### src/rtl/ddr3_rd_control_if.sv
`default_nettype none
// ============================================================================
// Module   : ddr3_rd_control_if
// Purpose  : Read-command / read-data handshake between the fill read
//            controller and the DDR3 user interface.
// Signals  : ddr3_rd_addr      26  read address (controller -> memory)
//            rd_app_en          1  read command request
//            rd_app_rdy         1  command accepted when high with rd_app_en
//            app_rd_data      128  returned read data
//            app_rd_data_valid  1  returned data valid
// Modports : master = read controller, slave = memory user interface
// Revision : 1.0  initial release
// ============================================================================
interface ddr3_rd_control_if;
  logic [25:0]  ddr3_rd_addr;
  logic         rd_app_en;
  logic         rd_app_rdy;
  logic [127:0] app_rd_data;
  logic         app_rd_data_valid;

  modport master (
    output ddr3_rd_addr,
    output rd_app_en,
    input  rd_app_rdy,
    input  app_rd_data,
    input  app_rd_data_valid
  );

  modport slave (
    input  ddr3_rd_addr,
    input  rd_app_en,
    output rd_app_rdy,
    output app_rd_data,
    output app_rd_data_valid
  );
endinterface
`default_nettype wire

### src/rtl/ddr3_rd_control.sv
`default_nettype none
// ============================================================================
// Module   : ddr3_rd_control
// Purpose  : Pops a fill header, validates its tag, then issues burst+2 DDR3
//            read commands (header + payload + checksum) with a bounded number
//            of commands in flight, forwarding returned words to the readout
//            FIFO with one cycle of latency.
// Ports    : clk, reset_n                 clock, async active-low reset
//            readout_enabled              readout permitted
//            fill_header_fifo_*           FWFT header FIFO head/empty/pop
//            mem (ddr3_rd_control_if)     read command / read data handshake
//            rd_out_fifo_*                readout FIFO data/write/prog_full
//            ddr3_rd_busy                 state is not IDLE
//            ddr3_rd_sync_err             header tag invalid (until reset)
//            ddr3_rd_hdr_err              first word != header (sticky)
// Options  : DDR3_RD_HDR_CHECK_EN - enables the first-word header comparator;
//            when undefined ddr3_rd_hdr_err is tied low.
// Revision : 1.0  initial release
// ============================================================================
module ddr3_rd_control #(
  parameter int MAX_OUTSTANDING = 16  // 1..31
) (
  input  logic              clk,
  input  logic              reset_n,
  input  logic              readout_enabled,
  input  logic [127:0]      fill_header_fifo_dat,
  input  logic              fill_header_fifo_empty,
  output logic              fill_header_fifo_rd_en,
  ddr3_rd_control_if.master mem,
  output logic [127:0]      rd_out_fifo_dat,
  output logic              rd_out_fifo_wr_en,
  input  logic              rd_out_fifo_prog_full,
  output logic              ddr3_rd_busy,
  output logic              ddr3_rd_sync_err,
  output logic              ddr3_rd_hdr_err
);

  localparam logic [4:0] C_MAX = 5'(MAX_OUTSTANDING);

  typedef enum logic [6:0] {
    S_IDLE     = 7'b0000001,
    S_TST_HDR  = 7'b0000010,
    S_SYNC_ERR = 7'b0000100,
    S_INIT     = 7'b0001000,
    S_READ     = 7'b0010000,
    S_DRAIN    = 7'b0100000,
    S_DONE     = 7'b1000000
  } state_t;

  state_t       r_state;
  logic [22:0]  r_hdr_addr;
  logic [20:0]  r_hdr_burst;
  logic [22:0]  r_addr_gen;
  logic [21:0]  r_issue;     // commands still to issue (burst + 2 max)
  logic [21:0]  r_ret;       // words still to return for this fill
  logic [4:0]   r_out;       // commands accepted, data not yet returned
  logic         r_busy;
  logic         r_sync_err;
  logic         r_pop;
  logic [127:0] r_out_dat;
  logic         r_out_wr;

  logic         w_app_en;
  logic         w_accept;
  logic         w_valid;

  assign w_valid = mem.app_rd_data_valid;

  // The command request is a decode of registered state so the handshake
  // always sees the live counters; it cannot rise outside READ.
  assign w_app_en = (r_state == S_READ) && (r_issue != 22'd0) &&
                    (r_out < C_MAX) && !rd_out_fifo_prog_full;
  assign w_accept = w_app_en && mem.rd_app_rdy;

  assign mem.rd_app_en    = w_app_en;
  assign mem.ddr3_rd_addr = {r_addr_gen, 3'b000};

  assign fill_header_fifo_rd_en = r_pop;
  assign ddr3_rd_busy           = r_busy;
  assign ddr3_rd_sync_err       = r_sync_err;
  assign rd_out_fifo_dat        = r_out_dat;
  assign rd_out_fifo_wr_en      = r_out_wr;

  // Control FSM with registered outputs.
  always_ff @(posedge clk or negedge reset_n) begin
    if (!reset_n) begin
      r_state     <= S_IDLE;
      r_busy      <= 1'b0;
      r_sync_err  <= 1'b0;
      r_pop       <= 1'b0;
      r_hdr_addr  <= '0;
      r_hdr_burst <= '0;
    end else begin
      r_pop <= 1'b0;
      case (r_state)
        S_IDLE: begin
          if (readout_enabled && !fill_header_fifo_empty) begin
            r_state <= S_TST_HDR;
            r_busy  <= 1'b1;
          end
        end
        S_TST_HDR: begin
          r_hdr_addr  <= fill_header_fifo_dat[57:35];
          r_hdr_burst <= fill_header_fifo_dat[84:64];
          if (fill_header_fifo_dat[127:126] == 2'b01) begin
            r_state <= S_INIT;
          end else begin
            r_state    <= S_SYNC_ERR;
            r_sync_err <= 1'b1;
          end
        end
        S_SYNC_ERR: r_state <= S_SYNC_ERR;
        S_INIT:     r_state <= S_READ;
        S_READ: begin
          if ((r_issue == 22'd0) && (r_ret == 22'd0)) begin
            r_state <= S_DONE;
            r_pop   <= 1'b1;
          end else if (!readout_enabled && (r_issue != 22'd0)) begin
            r_state <= S_DRAIN;
          end
        end
        S_DRAIN: begin
          // Abandoned fill: header stays in the FIFO for a later retry.
          if (r_out == 5'd0) begin
            r_state <= S_IDLE;
            r_busy  <= 1'b0;
          end
        end
        S_DONE: begin
          r_state <= S_IDLE;
          r_busy  <= 1'b0;
        end
        default: begin
          r_state <= S_IDLE;
          r_busy  <= 1'b0;
        end
      endcase
    end
  end

  // Address generator and fill counters. Return-side decrements saturate at
  // zero so stale data arriving after a mid-fill reset is harmless.
  always_ff @(posedge clk or negedge reset_n) begin
    if (!reset_n) begin
      r_addr_gen <= '0;
      r_issue    <= '0;
      r_ret      <= '0;
      r_out      <= '0;
    end else begin
      if (r_state == S_INIT) begin
        r_addr_gen <= r_hdr_addr;
        r_issue    <= {1'b0, r_hdr_burst} + 22'd2;
        r_ret      <= {1'b0, r_hdr_burst} + 22'd2;
      end else begin
        if (w_accept) begin
          r_addr_gen <= r_addr_gen + 23'd1;  // wraps naturally at 7FFFFF
          r_issue    <= r_issue - 22'd1;
        end
        if (w_valid && (r_ret != 22'd0)) begin
          r_ret <= r_ret - 22'd1;
        end
      end
      case ({w_accept, w_valid})
        2'b10:   r_out <= r_out + 5'd1;
        2'b01:   if (r_out != 5'd0) r_out <= r_out - 5'd1;
        default: r_out <= r_out;
      endcase
    end
  end

  // Readout FIFO forwarding, latency 1, in every state.
  always_ff @(posedge clk or negedge reset_n) begin
    if (!reset_n) begin
      r_out_dat <= '0;
      r_out_wr  <= 1'b0;
    end else begin
      r_out_dat <= mem.app_rd_data;
      r_out_wr  <= w_valid;
    end
  end

`ifdef DDR3_RD_HDR_CHECK_EN
  logic [127:0] r_hdr_word;
  logic         r_first_pend;  // next returned word is the fill's first
  logic         r_hdr_err;

  always_ff @(posedge clk or negedge reset_n) begin
    if (!reset_n) begin
      r_hdr_word   <= '0;
      r_first_pend <= 1'b0;
      r_hdr_err    <= 1'b0;
    end else begin
      if (r_state == S_TST_HDR) begin
        r_hdr_word <= fill_header_fifo_dat;
      end
      if (r_state == S_INIT) begin
        r_first_pend <= 1'b1;
      end else if (w_valid && r_first_pend) begin
        r_first_pend <= 1'b0;
        if (mem.app_rd_data != r_hdr_word) begin
          r_hdr_err <= 1'b1;
        end
      end
    end
  end

  assign ddr3_rd_hdr_err = r_hdr_err;
`else
  logic w_unused_hdr_bits;
  assign w_unused_hdr_bits = ^{fill_header_fifo_dat[125:85],
                               fill_header_fifo_dat[63:58],
                               fill_header_fifo_dat[34:0]};
  assign ddr3_rd_hdr_err = 1'b0;
`endif

endmodule
`default_nettype wire

### src/flat_wrapper.sv
// flat-port wrapper written by rule: the top's interface ports become plain ports
module ddr3_rd_control_flat 
#(
  parameter int MAX_OUTSTANDING = 16          
)
  (clk, reset_n, readout_enabled, fill_header_fifo_dat, fill_header_fifo_empty, fill_header_fifo_rd_en, rd_out_fifo_dat, rd_out_fifo_wr_en, rd_out_fifo_prog_full, ddr3_rd_busy, ddr3_rd_sync_err, ddr3_rd_hdr_err, mem_ddr3_rd_addr, mem_rd_app_en, mem_rd_app_rdy, mem_app_rd_data, mem_app_rd_data_valid);
  ddr3_rd_control_if mem_i ();
  input  logic clk;
  input  logic reset_n;
  input  logic readout_enabled;
  input  logic [127:0] fill_header_fifo_dat;
  input  logic fill_header_fifo_empty;
  output logic fill_header_fifo_rd_en;
  output logic [127:0] rd_out_fifo_dat;
  output logic rd_out_fifo_wr_en;
  input  logic rd_out_fifo_prog_full;
  output logic ddr3_rd_busy;
  output logic ddr3_rd_sync_err;
  output logic ddr3_rd_hdr_err;
  output wire logic [$bits(mem_i.ddr3_rd_addr)-1:0] mem_ddr3_rd_addr;
  output wire logic [$bits(mem_i.rd_app_en)-1:0] mem_rd_app_en;
  input wire logic [$bits(mem_i.rd_app_rdy)-1:0] mem_rd_app_rdy;
  input wire logic [$bits(mem_i.app_rd_data)-1:0] mem_app_rd_data;
  input wire logic [$bits(mem_i.app_rd_data_valid)-1:0] mem_app_rd_data_valid;
  assign mem_ddr3_rd_addr = mem_i.ddr3_rd_addr;
  assign mem_rd_app_en = mem_i.rd_app_en;
  assign mem_i.rd_app_rdy = mem_rd_app_rdy;
  assign mem_i.app_rd_data = mem_app_rd_data;
  assign mem_i.app_rd_data_valid = mem_app_rd_data_valid;
  ddr3_rd_control #(.MAX_OUTSTANDING(MAX_OUTSTANDING)) u_core (.clk(clk), .reset_n(reset_n), .readout_enabled(readout_enabled), .fill_header_fifo_dat(fill_header_fifo_dat), .fill_header_fifo_empty(fill_header_fifo_empty), .fill_header_fifo_rd_en(fill_header_fifo_rd_en), .mem(mem_i), .rd_out_fifo_dat(rd_out_fifo_dat), .rd_out_fifo_wr_en(rd_out_fifo_wr_en), .rd_out_fifo_prog_full(rd_out_fifo_prog_full), .ddr3_rd_busy(ddr3_rd_busy), .ddr3_rd_sync_err(ddr3_rd_sync_err), .ddr3_rd_hdr_err(ddr3_rd_hdr_err));
endmodule
### config.mk
export PLATFORM = sky130hd
export DESIGN_NAME = ddr3_rd_control_flat
export DESIGN_NICKNAME = d
export VERILOG_FILES = /design/src/rtl/ddr3_rd_control_if.sv /design/src/rtl/ddr3_rd_control.sv /design/src/flat_wrapper.sv
export SDC_FILE = /design/constraint.sdc
export NUM_CORES = 1
export LEC_CHECK = 0
export CAP_MARGIN = 20
export CORE_ASPECT_RATIO = 0.9
export CORE_UTILIZATION = 39
export CTS_CLUSTER_DIAMETER = 100
export DETAILED_ROUTE_END_ITERATION = 10
export PLACE_DENSITY = 0.7
export SETUP_SLACK_MARGIN = 0.15
export SYNTH_ARGS = -nofsm -noshare
export SYNTH_HDL_FRONTEND = slang
export SYNTH_SLANG_ARGS = --single-unit
### constraint.sdc
create_clock -name clk -period 3.8 [get_ports clk]
set_clock_uncertainty 0.05 [all_clocks]
set_input_delay 0.76 -clock clk [delete_from_list [all_inputs] [get_ports clk]]
set_output_delay 0.76 -clock clk [all_outputs]
set_load 0.02 [all_outputs]
==> results.py <==
metrics = {
    "grt": {
        "grtUsageMet2_pct": 36.2,
        "grt_pass1_wl_mm": 46.5,
        "grt.busiest_layer": "met2",
        "grt_pass1_vias": 8072,
        "grt_max_degree": 92,
        "globalRouteMet1Util_pct": 27.6,
        "grt_use_met3_pct": 6.97,
        "grt-ovfl-total": 0,
        "antenna_found_initial": 4,
        "grt_usage_pct": 22.1,
    },
    "die": {
        "dieArea_um2": 27200,
        "die_height_um": 156,
        "die_w_um": 174,
        "io_pins": 423,
        "fp-row-count": 56,
        "initial_core_util_pct": 39.7,
        "core_um2": 26100,
    },
    "pwr": {
        "seq_power_share_pct": 44.7,
        "p_switching_mw": 2.63,
        "p_leak_nw": 6.08,
        "combinationalPowerShare_pct": 23.1,
        "ir_drop_mv": 0.369,
        "clock_power_share_pct": 32.2,
        "p_int_mw": 6.05,
        "p_total_mw": 8.68,
        "swShare_pct": 30.3,
        "p_per_area_nw_per_um2": 573,
    },
    "timing": {
        "slew_headroom_pct": 37.5,
        "worst_slack_ns": 0.286,
        "clock.fmax_mhz": 285,
        "slew_violations": 0,
        "tns_ns": 0,
        "setup_viol": 0,
        "rsz0062_at_grt": "no",
        "fin_crit_ns": 3.51,
        "final.period_utilization_pct": 92.5,
        "tightest_slew_ns": 0.931,
        "hold_viol": 0,
    },
    "synth": {
        "synth.top_cell.area_share_pct": 61.5,
        "synth-seq-cells": 255,
        "synthArstFlopShare_pct": 100,
        "ys_types": 72,
        "yosysTopAreaCell": "dfrtp_1",
        "synth_area_um2": 10300,
        "ys_seq_area_share_pct": 61.8,
        "synth_area_leaders": "dfrtp_1, mux2_2, xnor2_1",
        "synthCells": 836,
        "syn_area_per_cell_um2": 12.4,
        "synth-main-ff-cell": "dfrtp_1",
        "synth_edf_count": 0,
        "yosysWarnings": 0,
    },
    "finish": {
        "final_layout_size_suffix_gt1_share_pct": 12.4,
        "area_growth_pct": 46.5,
        "layout.nets": 1463,
        "num_antenna_cells": 0,
        "design_area_um2": 15100,
    },
    "setup_path": {
        "cp.arrival_ns": 2.70,
        "worst_ep_required_time_ns": 2.99,
        "end_kind": "output port",
        "worstPathMaxFanout": 5,
        "path_class": "reg2out",
        "worst_setup_path_start_kind": "flop",
    },
    "placed_design": {
        "hpwl_mm": 22.2,
        "io_buffers": 336,
        "place_ws_ns": 0.174,
        "placed_area_um2": 14100,
        "place_congestion": 0.844,
    },
    "detailed_routing": {
        "wl_mm": 30.3,
        "via_per_inst": 5.23,
        "drtIter0Drc": 413,
        "first_pass_iters": 5,
        "wl_per_cell_um": 19.4,
        "postRouteAntennaNets": 0,
        "drc_errors": 0,
        "vias": 8158,
    },
    "cts": {
        "cts_buffer_depth": 3,
        "htreeDepth": 1,
        "cts_buffers": 28,
        "cts.sinks": 255,
        "clkTransAtPathRegs_ns": 0.06,
        "root_buffer": "clkbuf_16",
        "cts_tree": "done",
        "insertion_delay_ns": 0.55,
    },
    "run": {
        "drv_cap": 0,
    },
    "run_status": {
        "status": "complete, no violations",
    },
    "min_path": {
        "hp-class": "in2async",
    },
}
-- metal layers --
layer	share of wire, %	vias to the layer above
met2	48	272
met3	8.2	62
met4	3.8	6
met1	40	4018
li1	-	3800
met5	0.12	-
-- worst max-delay path, cell delays in order, from the launching register on --
cell	delay, ns
dfrtp_1	0.41
or4_4	0.57
or2_2	0.33
or4_4	0.55
nand2b_4	0.09
nor3_1	0.05
buf_2	0.16
-- power by group through the flow --
| stage | sequential, mW | clock [mW] | combinational (mW) |
|---|---|---|---|
| 6_report | 3.88 | 2.79 | 2.01 |
| 3_3_place_gp | 3.89 | 0 | 1.94 |
| 4_1_cts | 3.86 | 2.86 | 2.02 |
| 5_1_grt | 3.97 | 2.96 | 2.20 |
| 2_1_floorplan | 3.95 | 0 | 1.01 |
| 3_5_place_dp | 3.91 | 0 | 1.99 |
-- flip-flops by register name (all words and copies together) (netlist names) --
signal,flops
u_core.rd_out_fifo_wr_en,1
u_core.r_addr_gen,23
u_core.r_hdr_burst,21
u_core.ddr3_rd_sync_err,1
u_core.fill_header_fifo_rd_en,1
u_core.rd_out_fifo_dat,128
u_core.r_ret,22
u_core.r_issue,22
u_core.r_hdr_addr,23
u_core.r_state,7
u_core.r_out,5
u_core.ddr3_rd_busy,1
-- cells by family (layout without fill, tap and decap cells) --
| kind of cell | Yosys count | after routing | share of synthesized area [%] |
|---|---|---|---|
| and+or+nand+nor | 273 | 273 | 15.1 |
| xor gates and xnor gates | 29 | 29 | 2.46 |
| muxes | 59 | 59 | 6.31 |
| DFF | 255 | 255 | 61.8 |
| other | 1 | 4 | 0.0363 |
| adders and majority gates | 8 | 8 | 1.04 |
| buffers and inverters | 56 | 430 | 2.53 |
| AOI/OAI and AO/OA | 155 | 155 | 10.7 |
-- metrics by stage --
stage / utilization [%] / hold slack (ns) / cells
CTS: 58.1 / 0.177 / 1559
finish: 58.1 / 0.145 / 1561
global route: 58.1 / 0.199 / 1561
detailed placement: 54.2 / 0.411 / 1505
floorplan: - / 0.394 / 839
global placement: 54.2 / 0.407 / 1505
-- path summary, 6_finish.rpt --
| kind | cells after the start | to | startpoint | slack (ns) |
|---|---|---|---|---|
| max | 6 | mem_rd_app_en | u_core.r_issue[16] | 0.29 |
| min | 1 | u_core.ddr3_rd_sync_err | reset_n | 0.15 |
| max reg2reg | 12 | u_core.r_out[4] | u_core.r_issue[0] | 0.51 |
| min reg2reg | 1 | u_core.ddr3_rd_sync_err | u_core.ddr3_rd_sync_err | 0.42 |
| max in group asynchronous | 2 | u_core.rd_out_fifo_dat[97] | reset_n | 2.57 |
| min in group clk | 1 | u_core.ddr3_rd_sync_err | u_core.ddr3_rd_sync_err | 0.42 |
-- cells in the final DEF (no fill, tap or decap), drive strengths merged, types with 16 or more instances in the layout --
cell type / netlist / final
clkdlybuf4s50: 0 / 334
nor3: 35 / 35
mux2: 49 / 49
o21ai: 17 / 17
a21oi: 31 / 31
a31oi: 16 / 16
nand4: 21 / 21
nand2: 48 / 48
clkbuf: 17 / 36
nor2: 32 / 32
xnor2: 21 / 21
buf: 19 / 25
inv: 20 / 20
dfrtp: 254 / 254
nor4: 20 / 20
nand3: 26 / 26
-- cell usage after synthesis (4+ instances only) --
cell type / count
dfrtp_1: 254
nand2_1: 48
mux2_2: 47
nor3_1: 34
nor2_1: 32
a21oi_1: 30
nand3_1: 26
nand4_1: 21
xnor2_1: 21
inv_1: 20
nor4_1: 19
clkbuf_1: 17
a31oi_1: 16
o21ai_0: 16
a211oi_1: 15
or3_1: 14
or4_1: 14
and3_1: 12
a221o_1: 10
mux2i_1: 10
o31ai_1: 10
or2_2: 10
buf_2: 8
o31a_1: 8
xor2_1: 8
ha_1: 7
a21o_1: 6
and4_1: 6
o211ai_1: 6
a22oi_1: 5
buf_4: 5
nand2b_1: 5
nor2b_1: 5
nor3b_1: 5
o21a_1: 5
a32oi_1: 4
-- timing repair --
| action | 4_1_cts | 5_1_grt |
|---|---|---|
| hold buffers | 0 | 0 |
| pin swaps | 0 | 2 |
| setup endpoints to repair | 1 | 1 |
| cloned | 0 | 0 |
| gates resized for setup | 8 | 1 |
| setup buffers | 3 | 1 |
-- final cells by class --
cell class	instances	area, µm²
Sequential cell	255	6380
Inverter	20	75.1
Timing Repair Buffer	359	3560
Clock inverter	15	184
Fill cell	2182	10900
Multi-Input combinational cell	528	3720
Clock buffer	36	781
Tap cell	348	435
Note: power is estimated with default switching activity, not from simulation.
